$ cat src/rtl/ppu_pkg.sv
// Shared PPU sprite types, attribute bit positions and pattern addressing.
// Imported by the sprite pattern fetch stage and its pixel selector.
package ppu_pkg;

  localparam int ATTR_VFLIP = 7;
  localparam int ATTR_HFLIP = 6;
  localparam int ATTR_PRIO  = 5;

  localparam logic [13:0] PT_BASE0 = 14'h0000;
  localparam logic [13:0] PT_BASE1 = 14'h1000;

  typedef struct packed {
    logic       on;
    logic [7:0] tile;
    logic [7:0] row;
    logic [7:0] col;
    logic [7:0] attr;
    logic       is0;
  } sprite_slot_t;

  typedef enum logic [2:0] {
    ST_IDLE,
    ST_F0L,
    ST_F0H,
    ST_F1L,
    ST_F1H,
    ST_WAIT,
    ST_COMPOSE
  } fetch_state_t;

  function automatic logic [8:0] slot_r(
    sprite_slot_t s,
    logic [8:0]   crow
  );
    return crow - {1'b0, s.row};
  endfunction

  function automatic logic row_ok(
    sprite_slot_t s,
    logic [8:0]   crow
  );
    logic [8:0] r;
    r = slot_r(s, crow);
    return s.on && (r < 9'd8);
  endfunction

  function automatic logic [13:0] pat_addr(
    logic         pt,
    sprite_slot_t s,
    logic [8:0]   crow,
    logic         hi
  );
    logic [8:0]  r;
    logic [2:0]  row3;
    logic [13:0] base;
    r    = slot_r(s, crow);
    row3 = s.attr[ATTR_VFLIP] ? 3'd7 - r[2:0] : r[2:0];
    base = pt ? PT_BASE1 : PT_BASE0;
    return base | {2'b00, s.tile, hi, row3};
  endfunction

endpackage

$ cat src/rtl/ppu_sprite_pixel_sel.sv
// Per-pixel sprite winner across two slots for one 8-pixel tile.
// Combinational; slot 0 wins over slot 1 when both are opaque.
module ppu_sprite_pixel_sel
  import ppu_pkg::*;
(
  input  sprite_slot_t s0,
  input  sprite_slot_t s1,
  input  logic [7:0]   lo0,
  input  logic [7:0]   hi0,
  input  logic [7:0]   lo1,
  input  logic [7:0]   hi1,
  input  logic [8:0]   col,
  output logic [39:0]  color,
  output logic [7:0]   behind,
  output logic [7:0]   is0
);

  function automatic logic [1:0] pix_of(
    sprite_slot_t s,
    logic [7:0]   lo,
    logic [7:0]   hi,
    logic [9:0]   x
  );
    logic [9:0] off;
    logic [2:0] b;
    off = x - {2'b00, s.col};
    b   = s.attr[ATTR_HFLIP] ? off[2:0] : 3'd7 - off[2:0];
    // Negative offsets wrap to large values and fail this test too
    if (off > 10'd7) return 2'b00;
    return {hi[b], lo[b]};
  endfunction

  logic [9:0] x;
  logic [1:0] p0;
  logic [1:0] p1;

  always_comb begin
    color  = '0;
    behind = '0;
    is0    = '0;
    x      = '0;
    p0     = '0;
    p1     = '0;
    for (int p = 0; p < 8; p++) begin
      x  = {col[8], col} + 10'(p);
      p0 = pix_of(s0, lo0, hi0, x);
      p1 = pix_of(s1, lo1, hi1, x);
      if (p0 != 2'b00) begin
        color[5*p +: 5] = {1'b1, s0.attr[1:0], p0};
        behind[p]       = s0.attr[ATTR_PRIO];
        is0[p]          = s0.is0;
      end else if (p1 != 2'b00) begin
        color[5*p +: 5] = {1'b1, s1.attr[1:0], p1};
        behind[p]       = s1.attr[ATTR_PRIO];
        is0[p]          = s1.is0;
      end
    end
  end

endmodule

$ cat src/rtl/ppu_sprite_pattern_fetch.sv
// Sprite pattern fetch: latches two slots, reads four CHR bytes,
// then composes the registered 8-pixel sprite line for the tile.
module ppu_sprite_pattern_fetch
  import ppu_pkg::*;
#(
  parameter int CHR_AW  = 14,
  parameter int CHR_LAT = 1
) (
  input  logic              clk,
  input  logic              rst,
  input  logic              start,
  output logic              busy,
  output logic              done,
  input  logic [8:0]        curr_row,
  input  logic [8:0]        curr_col,
  input  logic              spr_pt_sel,
  input  logic              s0_on,
  input  logic              s1_on,
  input  logic [7:0]        s0_tile,
  input  logic [7:0]        s1_tile,
  input  logic [7:0]        s0_row,
  input  logic [7:0]        s1_row,
  input  logic [7:0]        s0_col,
  input  logic [7:0]        s1_col,
  input  logic [7:0]        s0_attr,
  input  logic [7:0]        s1_attr,
  input  logic              s0_is0,
  input  logic              s1_is0,
  output logic [CHR_AW-1:0] chr_addr,
  input  logic [7:0]        chr_data_in,
  output logic [39:0]       pix_color,
  output logic [7:0]        pix_behind,
  output logic [7:0]        pix_is0
);

  if (CHR_LAT != 1) begin : g_lat_check
    $error("ppu_sprite_pattern_fetch: only CHR_LAT=1 is supported");
  end

  fetch_state_t state, next;
  sprite_slot_t sl0, sl1;
  logic [8:0]   row_q, col_q;
  logic         pt_q;
  logic [7:0]   lo0, hi0, lo1, hi1;
  logic [13:0]  addr;
  logic [39:0]  sel_color;
  logic [7:0]   sel_behind, sel_is0;
  logic         ok0, ok1, take;

  assign busy = (state != ST_IDLE);
  // A start coinciding with the done pulse is dropped, not deferred
  assign take = start && !done;
  assign ok0  = row_ok(sl0, row_q);
  assign ok1  = row_ok(sl1, row_q);
  assign chr_addr = CHR_AW'(addr);

  always_ff @(posedge clk or negedge rst) begin
    if (!rst) state <= ST_IDLE;
    else      state <= next;
  end

  always_comb begin
    next = state;
    addr = '0;
    unique case (state)
      ST_IDLE:    if (take) next = ST_F0L;
      ST_F0L: begin
        next = ST_F0H;
        addr = pat_addr(pt_q, sl0, row_q, 1'b0);
      end
      ST_F0H: begin
        next = ST_F1L;
        addr = pat_addr(pt_q, sl0, row_q, 1'b1);
      end
      ST_F1L: begin
        next = ST_F1H;
        addr = pat_addr(pt_q, sl1, row_q, 1'b0);
      end
      ST_F1H: begin
        next = ST_WAIT;
        addr = pat_addr(pt_q, sl1, row_q, 1'b1);
      end
      ST_WAIT:    next = ST_COMPOSE;
      ST_COMPOSE: next = ST_IDLE;
      default:    next = ST_IDLE;
    endcase
  end

  always_ff @(posedge clk or negedge rst) begin
    if (!rst) begin
      sl0        <= '0;
      sl1        <= '0;
      row_q      <= '0;
      col_q      <= '0;
      pt_q       <= 1'b0;
      lo0        <= '0;
      hi0        <= '0;
      lo1        <= '0;
      hi1        <= '0;
      pix_color  <= '0;
      pix_behind <= '0;
      pix_is0    <= '0;
      done       <= 1'b0;
    end else begin
      done <= 1'b0;
      unique case (state)
        ST_IDLE: if (take) begin
          sl0   <= '{s0_on, s0_tile, s0_row, s0_col, s0_attr, s0_is0};
          sl1   <= '{s1_on, s1_tile, s1_row, s1_col, s1_attr, s1_is0};
          row_q <= curr_row;
          col_q <= curr_col;
          pt_q  <= spr_pt_sel;
        end
        ST_F0H:  lo0 <= ok0 ? chr_data_in : 8'h00;
        ST_F1L:  hi0 <= ok0 ? chr_data_in : 8'h00;
        ST_F1H:  lo1 <= ok1 ? chr_data_in : 8'h00;
        ST_WAIT: hi1 <= ok1 ? chr_data_in : 8'h00;
        ST_COMPOSE: begin
          pix_color  <= sel_color;
          pix_behind <= sel_behind;
          pix_is0    <= sel_is0;
          done       <= 1'b1;
        end
        default: ;
      endcase
    end
  end

  ppu_sprite_pixel_sel u_sel (
    .s0     (sl0),
    .s1     (sl1),
    .lo0    (lo0),
    .hi0    (hi0),
    .lo1    (lo1),
    .hi1    (hi1),
    .col    (col_q),
    .color  (sel_color),
    .behind (sel_behind),
    .is0    (sel_is0)
  );

endmodule

$ cat config.mk
export PLATFORM = sky130hd
export DESIGN_NAME = ppu_sprite_pattern_fetch
export DESIGN_NICKNAME = d
export VERILOG_FILES = /design/src/rtl/ppu_pkg.sv /design/src/rtl/ppu_sprite_pixel_sel.sv /design/src/rtl/ppu_sprite_pattern_fetch.sv
export SDC_FILE = /design/constraint.sdc
export NUM_CORES = 1
export LEC_CHECK = 0
export ABC_AREA = 1
export CAP_MARGIN = 10
export CORE_MARGIN = 2
export CORE_UTILIZATION = 40
export DETAILED_ROUTE_END_ITERATION = 8
export MAX_ROUTING_LAYER = met4
export PLACE_DENSITY_LB_ADDON = 0.1
export SKIP_LAST_GASP = 1
export SLEW_MARGIN = 20
export SYNTH_ARGS = -nofsm -noshare
export SYNTH_HDL_FRONTEND = slang
export SYNTH_SLANG_ARGS = --single-unit
export TNS_END_PERCENT = 100
$ cat constraint.sdc
create_clock -name clk -period 7.7 [get_ports clk]
set_input_delay 1.54 -clock clk [delete_from_list [all_inputs] [get_ports clk]]
set_output_delay 1.54 -clock clk [all_outputs]
set_load 0.1 [all_outputs]
# Word level (Yosys, flattened, before mapping)
# Cells that the tools add are included.
dict set report classes {
  n_eq_ne 7
  reduce_logical 23
  addsub 43
  n_lt_le_gt_ge 34
  mux 185
  bitwise_logic 4
}
# cell n
set op_table {}
lappend op_table {{10-bit by 3-bit greater-than comparator with 1-bit output (second input constant)} 16}
lappend op_table {{10-bit by 8-bit subtractor with 10-bit output} 14}
lappend op_table {{1-bit binary-select mux with 3-bit select} 32}
lappend op_table {{1-bit 2-to-1 mux} 81}
lappend op_table {{5-bit 2-to-1 mux} 16}
lappend op_table {{3-bit by 4-bit less-than comparator with 1-bit output (second input constant)} 16}
lappend op_table {{2-bit 2-to-1 mux} 32}
lappend op_table {{3-bit 2-to-1 mux} 19}
lappend op_table {{14-bit case mux with 4 select lines} 1}
lappend op_table {{3-bit subtractor (first input constant)} 18}
lappend op_table {{14-bit by 12-bit OR with 14-bit output} 3}
lappend op_table {{9-bit by 4-bit adder with 10-bit output (second input constant)} 4}
lappend op_table {{2-bit nonzero test} 16}
lappend op_table {{9-bit by 3-bit adder with 10-bit output (second input constant)} 2}
lappend op_table {{9-bit by 9-bit subtractor with 10-bit output} 2}
lappend op_table {{9-bit by 4-bit less-than comparator with 1-bit output (second input constant)} 2}
lappend op_table {{3-bit case mux with 6 select lines} 1}
lappend op_table {{9-bit by 8-bit subtractor with 9-bit output} 2}
lappend op_table {{8-bit 2-to-1 mux} 2}
lappend op_table {{13-bit 2-to-1 mux} 1}
lappend op_table {{13-bit by 12-bit OR with 13-bit output} 1}
lappend op_table {{9-bit by 2-bit adder with 10-bit output (second input constant)} 1}
lappend op_table {{3-bit equality test (second input constant)} 3}
lappend op_table {{3-bit by 2-bit equality test with 1-bit output (second input constant)} 2}
lappend op_table {{7 further kinds} 9}
dict set report totals {
  wordCells 320
  register_bits 179
}

# Longest topological paths before layout
dict set report depth {
  word_depth 10
  mapped_depth 24
  depth_no_buf 24
}

# Modules after synthesis
# Synthesis repeated with hierarchy kept, for this count alone.
dict set report unflattened {
  hier_cells 2546
  hier_area_um2 17296.6
}
# mod seq_area_each_um2 area_each_um2 instances cells_per_inst
set by_module_without_submodules {}
lappend by_module_without_submodules {ppu_sprite_pixel_sel 0.0 9401.5 1 1720}
lappend by_module_without_submodules {ppu_sprite_pattern_fetch 4479.3 7895.1 1 826}

# Least setup slack after synthesis
# Ideal clock, no wire load.
dict set report synth_timing {
  path_kind {register -> output}
  start {register state[2]}
  end {output port chr_addr[12]}
  path_stages_with_launch 8
  slack_ns 2.630
  n_path_buf 0
  arrival_time_ns 3.530
  path_cell_list {dfrtp_1 nor2_1 inv_1 nor2_2 clkinv_1 nand2_1 inv_1 a21boi_0}
}
dict set report synth_via {
  elab_chain_cells 2
}
# element line_no
set synth_lines {}
lappend synth_lines {{start, declared} ppu_sprite_pattern_fetch.sv:40} ;# fetch_state_t state, next;
lappend synth_lines {{start signal, assigned} ppu_sprite_pattern_fetch.sv:59} ;# else state <= next;
lappend synth_lines {{3-bit equality test (tied with other cells)} ppu_sprite_pattern_fetch.sv:65} ;# unique case (state)
lappend synth_lines {{14-bit case mux with 4 select lines *} ppu_sprite_pattern_fetch.sv:65}
lappend synth_lines {{end, declared} ppu_sprite_pattern_fetch.sv:29} ;# output logic [CHR_AW-1:0] chr_addr,
# Every way passes the cells marked *; elsewhere a longest branch is shown, timed or not.

# Final worst setup path
dict set report layout_timing {
  start {register state[0]}
  end {output port chr_addr[12]}
}
# Same word-level chain as after synthesis.

==> metrics.md <==
| Metric | Value |
|---|---|
| Outcome | finished, final reports clean |
| Area growth syn-to-layout | 16.0% |
| Die ar. | 43100 um2 |
| Final worst path period need | 5.28 ns |
| Rows | 74 |
| Worst-margin pin slew | roughly 1.0 ns |
| Asr flop ratio synth | 100% |
| Boundary pin count | 170 |
| Crit path DAT | 3.74 ns |
| PortBufs | 162 |
| Layout Nets | 2813 |
| Synthesized instance count | 2438 |
| Clk Latency, worst-skew pair | between 0.4 and 0.5 ns |
| Synthesis Warnings | 0 |
| Hpwl dp | about 42000 um |
| FILL cells | roughly 4200 |
| Ys flop type | dfrtp_1 |
| Final worst-path cycle share | 68.6% |
| Register area | 4330 um2 |
| Leading cell types by count after synthesis | 692 x nand2_1, 266 x inv_1, 256 x nor2_1, 191 x nand3_1, 173 x dfrtp_1 |
| Largest stage delay, worst path | 1.21 ns |
| Min-Delay Path Class | reg -> reg |
| Crit start category | flip-flop |
| Share of layout cells above drive strength 1 | 6.03% |
| Via count | 16422 |
| Final hold vios | 0 |
| Avg Inst Size Synth | 6.80 um2 |
| Most frequent cell after synthesis | nand2_1 |
| Number of max-cap violations | 0 |
| Clock skew | between 0.01 and 0.015 ns |
| Clk buf depth | 2 |
| Setup TNS | 0 ns |
| Sink Count | 173 |
| RSZ-0062 raised after global routing | false |
| Starting Density | about two fifths |
| Root Driver | clkbuf_16 |
| EDFF count, synth | 0 |
| Core Area | 40800 um2 |
| Post-synth top area share | 26.1% |
| Crit. End Element | output pin |
| Die Y | 208 um |
| DRT Wirelength | about 54000 um |
| Multi-input gate area | 10900 um2 |
| Seq cells post-synth | ~170 |
| DRT Pass-1 Iters | 7 |
| Post-DRT Antenna Nets | 0 |
| Area contributors post-synth | dfrtp_1 26%, nand2_1 16%, ha_1 10%, inv_1 6.0%, nor2_1 5.8% |
| Routed len/inst | 17.2 um |
| Critical Path Fanout Max | 11 |
| Vias/cell | 5.26 |
| Required @ worst endpoint | ~6.2 ns |
| H-tree depth | 4 |
| Worst-path clk slew | 0.08 ns |
| Seq/Total Area, Yosys | 26.1% |
| 1st-iter DRT viols | 1090 |
| Nets in the synthesized netlist | 2679 |
| Post-synth top area cell | dfrtp_1 |
| Worst rel slew slack | 30.3% |
| Postcts setup bufs | 0 |
| Fmax | 189 MHz |
| CTS tree | built |
| Setup CP Type | reg -> out |
| Drt drc | 0 |
| RePlAce Congestion | 0.934 |
| Mapped Area | 16600 um2 |
| CP max-delay cell | clkdlybuf4s50_1 |
| Post-CTS sizing | 0 |
| Cell variety after synth | 56 |
| Final-report setup violation count | 0 |
| Largest net degree at the start of global routing | 82 |
| TritonCTS buffer count | 17 |
| Total grt overflow | 0 |
| Vias in the first global route | 15438 |
| Fin. max-slew vios | 0 |
| First-pass GRT wire length | 84700 um |
| Cell mode on critical path | inv_1 |
| Total global-route track usage | 25.6% |
| Critical Path, Cell by Cell | nor2_1, inv_1, nor2_1, inv_1, nand2_1, inv_1, a21boi_0, clkdlybuf4s50_1 |
| Initial antenna violation count | 6 |
| Die X | 208 um |
| # hold bufs at CTS | 0 |
==> per-stage QoR <==
stage | area, um2 | hold WS (ns) | util [%] | std cells | setup WS (ns)
after CTS | 19200 | 0.487 | 47.0 | 3117 | 2.41
after global placement | 18600 | 0.464 | 45.6 | 3085 | 2.95
after detailed placement | 18600 | 0.467 | 45.6 | 3085 | 2.96
after global routing | 19200 | 0.512 | 47.1 | 3122 | 2.12
final | 19200 | 0.484 | 47.1 | 3122 | 2.42
after floorplan | 16600 | 0.449 | - | 2438 | 2.63
==> cell families (layout without fill, tap and decap cells) <==
kind of cell / count (synthesis) / count (layout) / share of synthesized area (%)
and+or+nand+nor: 1296 / 1296 / 33.8
AOI/OAI and AO/OA: 341 / 341 / 12.0
adders and majority gates: 143 / 143 / 11.2
muxes: 39 / 39 / 2.64
DFF: 173 / 173 / 26.1
xor gates and xnor gates: 110 / 110 / 5.93
buffers and inverters: 335 / 482 / 8.29
other: 1 / 6 / 0.0226
==> layout by cell type (no fill, tap or decap), types with 5 or more instances in the layout <==
master and instances:
nand2_1 691, o21ai_2 7, buf_4 7, or2_1 10, o2111ai_1 5, dfrtp_1 173
a21oi_1 160, ha_1 133, mux2_2 38, o211ai_1 45, o21ai_1 27, or2_2 8
nor2_2 9, o21ai_0 52, xnor2_1 33, inv_2 6, fa_1 10, clkdlybuf4s50_1 161
inv_6 8, a21o_1 12, clkbuf_16 17, nand3_1 191, nand2_2 21, inv_1 265
nand4_1 61, nand2_4 6, nor2_1 254, xor2_1 75, diode_2 5, a31oi_1 14
nor2_4 9, nand3b_1 22, clkinv_1 7, o21bai_1 5
==> critical path: cells and delay by family, from the launching register on <==
family	cells	cell delay [ns]
AOI/OAI and AO/OA	1	0.18
buffers and inverters	4	1.71
DFF	1	0.45
and+or+nand+nor	3	0.93
==> layer usage <==
layer / vias up / routed length (um) / global-route usage, %
li1: 8266 / - / -
met1: 7655 / 25200 / 34.0
met2: 430 / 24300 / 40.8
met3: 71 / 2690 / 3.34
met4: 0 / 1450 / 7.61
met5: - / 0 / -
==> state kept, by name, indices dropped and copies added (netlist names) <==
register and count:
pix_color 40, sl0 31, sl1 31, col_q 9, row_q 9, hi0 8
hi1 8, lo0 8, lo1 8, pix_behind 8, pix_is0 8, state 3
done 1, pt_q 1
==> path summary, 6_finish.rpt <==
kind / from / end / slack, ns / depth (start not counted)
worst max register to register: col_q[3] / pix_behind[5] / 3.22 / 18
min in group asynchronous: rst / col_q[0] / 1.12 / 1
worst min register to register: hi0[5] / hi0[5] / 0.48 / 2
worst min-delay path: hi0[5] / hi0[5] / 0.48 / 2
max in group asynchronous: rst / sl1[18] / 5.32 / 2
worst max-delay path: state[0] / chr_addr[12] / 2.42 / 8
==> layout make-up <==
type,count,share of cell area [%]
Antenna cell,5,0.0651
Multi-Input combinational cell,1930,56.7
Clock inverter,14,0.755
Timing Repair Buffer,169,8.71
Sequential cell,173,22.5
Tap cell,532,3.46
Inverter,281,5.54
Clock buffer,18,2.28
Power is not shown: default switching activity piles up to over one toggle a cycle in this logic, so the estimate is an artifact.
